==> src/rtl/display_mux_regs.sv <==
// Port-mapped multiplexed seven-segment controller for 1..8 digits.
// Define DISPLAY_MUX_BRIGHTNESS_EN to add the BRIGHT register and per-slot duty gating.
module display_mux_regs #(
    parameter logic [7:0]  BASE_ADDRESS = 8'h00,
    parameter int unsigned NUM_DIGITS   = 4,
    parameter int unsigned SCAN_DIV     = 50000,
    parameter bit          ACTIVE_LOW   = 1'b1
) (
    input  logic                  clk,
    input  logic                  reset,
    input  logic [7:0]            port_id,
    input  logic [7:0]            data_in,
    output logic [7:0]            data_out,
    input  logic                  read_strobe,
    input  logic                  write_strobe,
    output logic [7:0]            segments,
    output logic [NUM_DIGITS-1:0] anodes
);

    localparam int unsigned PW = $clog2(SCAN_DIV);

    logic [7:0]            digit [8];
    logic                  en;
    logic                  decode;
    logic [NUM_DIGITS-1:0] blank;
    logic [PW-1:0]         presc;
    logic [2:0]            idx;
    logic [7:0]            offset_c;
    logic [7:0]            rd_c;
    logic [7:0]            cur_c;
    logic [7:0]            seg_c;
    logic [NUM_DIGITS-1:0] an_c;
    logic                  lit_c;
    logic                  unused_read_strobe;

`ifdef DISPLAY_MUX_BRIGHTNESS_EN
    localparam int unsigned TW = PW + 4;
    logic [3:0]    bright;
    logic [TW-1:0] thresh_c;
`endif

    assign unused_read_strobe = read_strobe;
    assign offset_c = port_id - BASE_ADDRESS;

    function automatic logic [6:0] hex7(input logic [3:0] v);
        case (v)
            4'h0: hex7 = 7'h3F;  4'h1: hex7 = 7'h06;  4'h2: hex7 = 7'h5B;  4'h3: hex7 = 7'h4F;
            4'h4: hex7 = 7'h66;  4'h5: hex7 = 7'h6D;  4'h6: hex7 = 7'h7D;  4'h7: hex7 = 7'h07;
            4'h8: hex7 = 7'h7F;  4'h9: hex7 = 7'h6F;  4'hA: hex7 = 7'h77;  4'hB: hex7 = 7'h7C;
            4'hC: hex7 = 7'h39;  4'hD: hex7 = 7'h5E;  4'hE: hex7 = 7'h79;  default: hex7 = 7'h71;
        endcase
    endfunction

    // Register writes; reset wins over a coincident write.
    always_ff @(posedge clk) begin
        if (reset) begin
            for (int i = 0; i < 8; i++) digit[i] <= 8'h00;
            en     <= 1'b0;
            decode <= 1'b0;
            blank  <= '0;
`ifdef DISPLAY_MUX_BRIGHTNESS_EN
            bright <= 4'hF;
`endif
        end else if (write_strobe) begin
            case (offset_c)
                8'd8: begin
                    en     <= data_in[0];
                    decode <= data_in[1];
                end
                8'd9: blank <= data_in[NUM_DIGITS-1:0];
`ifdef DISPLAY_MUX_BRIGHTNESS_EN
                8'd10: bright <= data_in[3:0];
`endif
                default: begin
                    if (offset_c < 8'(NUM_DIGITS)) digit[offset_c[2:0]] <= data_in;
                end
            endcase
        end
    end

    // Scan prescaler and digit index, parked at zero while disabled.
    always_ff @(posedge clk) begin
        if (reset || !en) begin
            presc <= '0;
            idx   <= 3'd0;
        end else if (presc == PW'(SCAN_DIV - 1)) begin
            presc <= '0;
            idx   <= (idx == 3'(NUM_DIGITS - 1)) ? 3'd0 : idx + 3'd1;
        end else begin
            presc <= presc + PW'(1);
        end
    end

`ifdef DISPLAY_MUX_BRIGHTNESS_EN
    // Product fits in PW+4 bits since bright <= 15 and SCAN_DIV <= 2**PW.
    assign thresh_c = (TW'(bright) * TW'(SCAN_DIV)) >> 4;
    assign lit_c    = TW'(presc) < thresh_c;
`else
    assign lit_c = 1'b1;
`endif

    // Active-high segment/anode pattern for the current slot.
    always_comb begin
        cur_c = digit[idx];
        seg_c = decode ? {cur_c[7], hex7(cur_c[3:0])} : cur_c;
        an_c  = '0;
        for (int i = 0; i < NUM_DIGITS; i++) begin
            an_c[i] = (idx == 3'(i)) && !blank[i] && lit_c;
        end
        if (!en) begin
            seg_c = 8'h00;
            an_c  = '0;
        end
    end

    always_comb begin
        rd_c = 8'h00;
        case (offset_c)
            8'd8:  rd_c = {6'b0, decode, en};
            8'd9:  rd_c = 8'(blank);
`ifdef DISPLAY_MUX_BRIGHTNESS_EN
            8'd10: rd_c = {4'b0, bright};
`endif
            8'd11: rd_c = {en, 4'b0, idx};
            default: begin
                if (offset_c < 8'(NUM_DIGITS)) rd_c = digit[offset_c[2:0]];
            end
        endcase
    end

    // Registered outputs with polarity applied last.
    always_ff @(posedge clk) begin
        if (reset) begin
            data_out <= 8'h00;
            segments <= {8{ACTIVE_LOW}};
            anodes   <= {NUM_DIGITS{ACTIVE_LOW}};
        end else begin
            data_out <= rd_c;
            segments <= seg_c ^ {8{ACTIVE_LOW}};
            anodes   <= an_c ^ {NUM_DIGITS{ACTIVE_LOW}};
        end
    end

endmodule

==> config.mk <==
export PLATFORM = sky130hd
export DESIGN_NAME = display_mux_regs
export DESIGN_NICKNAME = d
export VERILOG_FILES = /design/src/rtl/display_mux_regs.sv
export SDC_FILE = /design/constraint.sdc
export NUM_CORES = 1
export LEC_CHECK = 0
export ABC_AREA = 1
export BUFFER_PORTS_ARGS = -buffer_cell sky130_fd_sc_hd__buf_4
export CAP_MARGIN = 30
export CORE_MARGIN = 5
export CORE_UTILIZATION = 45
export CTS_CLUSTER_DIAMETER = 200
export CTS_CLUSTER_SIZE = 8
export DETAILED_ROUTE_END_ITERATION = 8
export GPL_TIMING_DRIVEN = 1
export MAX_ROUTING_LAYER = met4
export SKIP_LAST_GASP = 1
export SLEW_MARGIN = 30
export SYNTH_ARGS = -nofsm -noshare
export SYNTH_HDL_FRONTEND = slang
export SYNTH_SLANG_ARGS = --single-unit
export TNS_END_PERCENT = 30
==> constraint.sdc <==
create_clock -name clk -period 4.3 [get_ports clk]
set_input_delay 0.215 -clock clk [delete_from_list [all_inputs] [get_ports clk]]
set_output_delay 0.215 -clock clk [all_outputs]
set_load 0.01 [all_outputs]
# --- Word level (Yosys, flattened, before mapping) ---
# Memory sizes are Yosys's and may differ from the RTL's. A register that Yosys moved wholly into a read port is not among the register bits.
# Index checks and enable logic that the tools add are counted.
totals:
  rom_bits: 112
  reg_bits: 45
  latch_bits: 0
  mem_bits_rw: 64
  mem_count: 2
  in_bits: 20
memory_table:
  columns: ["name", "depth", "width", "rd", "rd_clocked_by_memory_dff", "wr", "line_no", "text"]
  rows:
  - ["(name not given)", 16, 7, 1, 0, 0, "46", "case (v)"]
  - ["digit", 8, 8, 2, 1, 8, "22", "logic [7:0] digit [8];"]
op_classes:
  n_lt_le_gt_ge: 1
  mul: 0
  bitwise_logic: 2
  div: 0
  mux: 18
  n_eq_ne: 7
  shifts: 0
  n_reduce_logical: 16
  n_addsub: 2
op_table:
  columns: ["cell", "count"]
  rows:
  - ["$eq 8x4->1 const B", 3]
  - ["$mux 8", 3]
  - ["$pmux 8 s3", 1]
  - ["$add 16x1->16 const B", 1]
  - ["$eq 16x16->1 const B", 1]
  - ["$mux 3", 4]
  - ["$lt 8x3->1 const B", 1]
  - ["$mux 1", 8]
  - ["$not 8->8", 1]
  - ["$reduce_or 8->1", 1]
  - ["$mux 7", 1]
  - ["$eq 3x2->1 const B", 2]
  - ["$logic_not 1->1", 5]
  - ["$logic_and 1x1->1", 4]
  - ["$mux 4", 1]
  - ["$not 4->4", 1]
  - ["$reduce_and 2->1", 2]
  - ["$reduce_or 2->1", 2]
  - ["$add 3x1->3 const B", 1]
  - ["$eq 3x1->1 const B", 1]
  - ["$logic_not 3->1", 1]
  - ["$logic_or 1x1->1", 1]

# --- Depth between registers and ports, before layout ---
depth:
  ltp_word: 8
  depth_mapped: 15
  ltp_nobuf: 13

# --- Least setup slack after synthesis ---
# Ideal clock, no wire load.
synth_path:
  path_kind: "register to register"
  from: "register with a tool-made name"
  to: "register segments[5]"
  n_path_buf: 2
  period_less_slack_ns: 1.881
  slack_ns: 2.419
  stages_incl_launch_ff: 14
  arrival_ns: 1.769
  path_cell_list: "dfxtp_1 -> buf_6 -> inv_4 -> buf_8 -> o21ai_0 -> nand2_1 -> o21ai_2 -> inv_1 -> ha_1 -> nand3b_1 -> nand3_1 -> nand2_1 -> nand2_1 -> nand2_1"
synth_lines:
  columns: ["element", "line_no", "text"]
  rows:
  - ["end signal: assignment", "135", "segments <= {8{ACTIVE_LOW}};"]
  - ["end signal: assignment", "139", "segments <= seg_c ^ {8{ACTIVE_LOW}};"]
  - ["end: declaration", "16", "output logic [7:0] segments,"]

==> flow_summary_export.csv <==
group,metric,value,unit
detailed_routing,wl_per_cell,14.4,um
place,portBuffers,38,
setup_path,crit_fanout,17,
clock_network,ctsHtreeMaxLevel,3,
global_route,track_usage,0.177,
global_route,grt_overflow,0,
layout,syn_to_final_growth,13.5,%
floorplan,die_w,120,um
floorplan,die-area,14300,sq um
sta,fin_tns_setup,0,ns
clock_network,clk_pin_slew,0.08,ns
detailed_routing,via_per_inst,5.07,
detailed_routing,first_iter_violations,300,
synthesis,synth.distinct_cells,44,
floorplan,start_util,0.455,
clock_network,root_buffer,"clkbuf_16",
clock_network,clockBufferDepth,2,
detailed_routing,drtPass1Iterations,4,
floorplan,io-pin-count,40,
sta,hold_violations,0,
setup_path,endpoint_kind,"register",
sta,final.setup_skew,0.00898,ns
hold_path,min_from,"data_in[1]",
synthesis,synthMuxAreaShare,0,
clock_network,cts.hold.buffers_added,0,
setup_path,crit_arrival,2.70,ns
layout,finalNonFillerCells,816,
layout,layout_common_cells,"nand2_1 (129), nor2_1 (78), edfxtp_1 (64)",
clock_network,cts_buffers,9,
sta,setup_viol,0,
layout,post-route-util,0.517,
sta,fmax,0.409,GHz
clock_network,post_cts_buffers,0,
hold_path,hold_path_class,"primary input to register",
sta,fin_hold_ws,0.154,ns
place,dpl.hpwl,8610,um
clock_network,cts_num_sinks,112,
power,power.density,354,nW/um^2
global_route,grt_pass1_wl,19500,um
global_route,grt_max_degree,36,
synthesis,synth-seq-area-share,0.534,
synthesis,synth.avg_cell_area,8.88,sq um
synthesis,synth_area,5400,sq um
layout,antenna_cells,0,
detailed_routing,drc,0,
sta,fin_crit,2.45,ns
global_route,grt_pass1_vias,4069,
detailed_routing,vias,4138,
setup_path,critPathLaunchType,"register",
detailed_routing,wirelength,11700,um
synthesis,synth_cells,608,
place,placed_cells,800,
floorplan,dieHeight,120,um
job,max-cap-violations,0,
power,finalPower,0.00217,W
place,gp_congestion,0.886,
setup_path,required,4.55,ns
power,vdd_drop_max,0.313,mV
clock_network,cts_resized,0,
floorplan,coreArea,11900,sq um
outcome,status,"completed",
synthesis,synth_top_family_by_area,"simple AND/OR/NAND/NOR gates",
synthesis,synthXorXnorAreaFrac,0.00325,
synthesis,synth-compound-area-share,0.0900,
sta,period_share,0.569,
power,leakage,2.41,nW
sta,tightestPinTransition,0.703,ns
detailed_routing,detail-route-antenna-nets,0,
clock_network,tritoncts,"yes",
synthesis,yosysWarnings,0,
setup_path,path_class,"register to register",
synthesis,yosys.area_share.simple,0.267,
sta,slew_headroom,0.531,
sta,rsz0062_at_grt,"false",
global_route,antenna_found_initial,0,
synthesis,synthAdderAreaFrac,0.0255,
layout,final_nets,695,
layout,final_common_cell,"nand2_1",
sta,slew_violations,0,
layout,drive_above_1_share,0.145,
floorplan,num_rows,40,
clock_network,clkLatencyLatePin,0.36,ns
synthesis,ys_ff_latch,112,
==> through the flow <==
step           cell area, sq um  worst slack [ns]
2_1_floorplan              5510              2.42
3_3_place_gp               5810              1.92
3_5_place_dp               5810              1.86
5_1_grt                    6130              1.63
6_report                   6130              1.85
4_1_cts                    6130              1.84
==> report_power, final <==
part | switching [W] | leakage (nW) | internal (W)
clock network | 0.000405 | 0.146 | 0.000463
registers | 0.0000162 | 1.00 | 0.00117
logic | 0.0000762 | 1.26 | 0.0000377
==> cell families after synthesis <==
logic type               count (synthesis)
AND/OR/NAND/NOR                        307
flip-flops                             112
buffers and inverters                   90
AO/OA/AOI/OAI                           85
adder cells (fa/ha/maj)                 11
XOR/XNOR                                 2
other                                    1
==> per-layer routing <==
| metal | vias up | part of all wire | global-route usage |
|---|---|---|---|
| li1 | 2106 | - | - |
| met1 | 1948 | 0.46 | 0.217 |
| met2 | 69 | 0.49 | 0.281 |
| met3 | 15 | 0.037 | 0.0500 |
| met4 | 0 | 0.016 | 0.0616 |
| met5 | - | 0 | - |
==> layout make-up <==
cell class	instances	area, sq um
multi-input combinational	437	2200
fill	1110	5730
clock inverter	7	87.6
clock buffer	9	225
sequential	112	2880
tap	147	184
inverter	64	248
timing repair buffer	40	300
==> flip-flops by register name (all words and copies together) (netlist names), named ones only <==
signal	cells
anodes	4
blank	4
data_out	8
decode	1
digit	64
en	1
idx	3
presc	16
segments	8
==> cells in the mapped netlist, drive strengths merged <==
master	number	share of area
conb	1	0.00069
clkinv	1	0.00069
nor2	81	0.058
edfxtp	64	0.36
clkbuf	10	0.0070
dfxtp	48	0.18
a31oi	1	0.0012
o21ai	33	0.035
nor4	3	0.0063
nand3b	2	0.0028
nand4	16	0.023
or2	2	0.0023
nand2	137	0.10
nor3b	2	0.0028
a21oi	40	0.037
a22oi	2	0.0028
xor2	2	0.0032
buf	16	0.027
inv	63	0.045
o211ai	4	0.0065
o221ai	1	0.0016
ha	11	0.026
a221oi	3	0.0049
nor3	10	0.013
nand3	54	0.058
o22ai	1	0.0012
==> worst max-delay path, cell delays in order (launching register included) <==
cell	delay (ns)
dfxtp_1	0.54
inv_2	0.39
nor2_1	0.09
o21ai_1	0.08
nand2_1	0.07
o21ai_2	0.31
inv_1	0.14
ha_1	0.26
nand3b_1	0.20
nand3_1	0.11
nand2_1	0.05
nand2_1	0.05
nand2_1	0.05
==> worst paths after layout <==
kind	end	slack [ns]	cells after the start
worst max-delay path	segments[5]$_SDFF_PP1_	1.85	12
worst min-delay path	blank[1]$_SDFFE_PP0P_	0.15	3
worst max register to register	segments[5]$_SDFF_PP1_	1.85	12
worst min register to register	presc[13]$_SDFF_PP0_	0.47	2
Note: power is estimated with default switching activity, not from simulation.
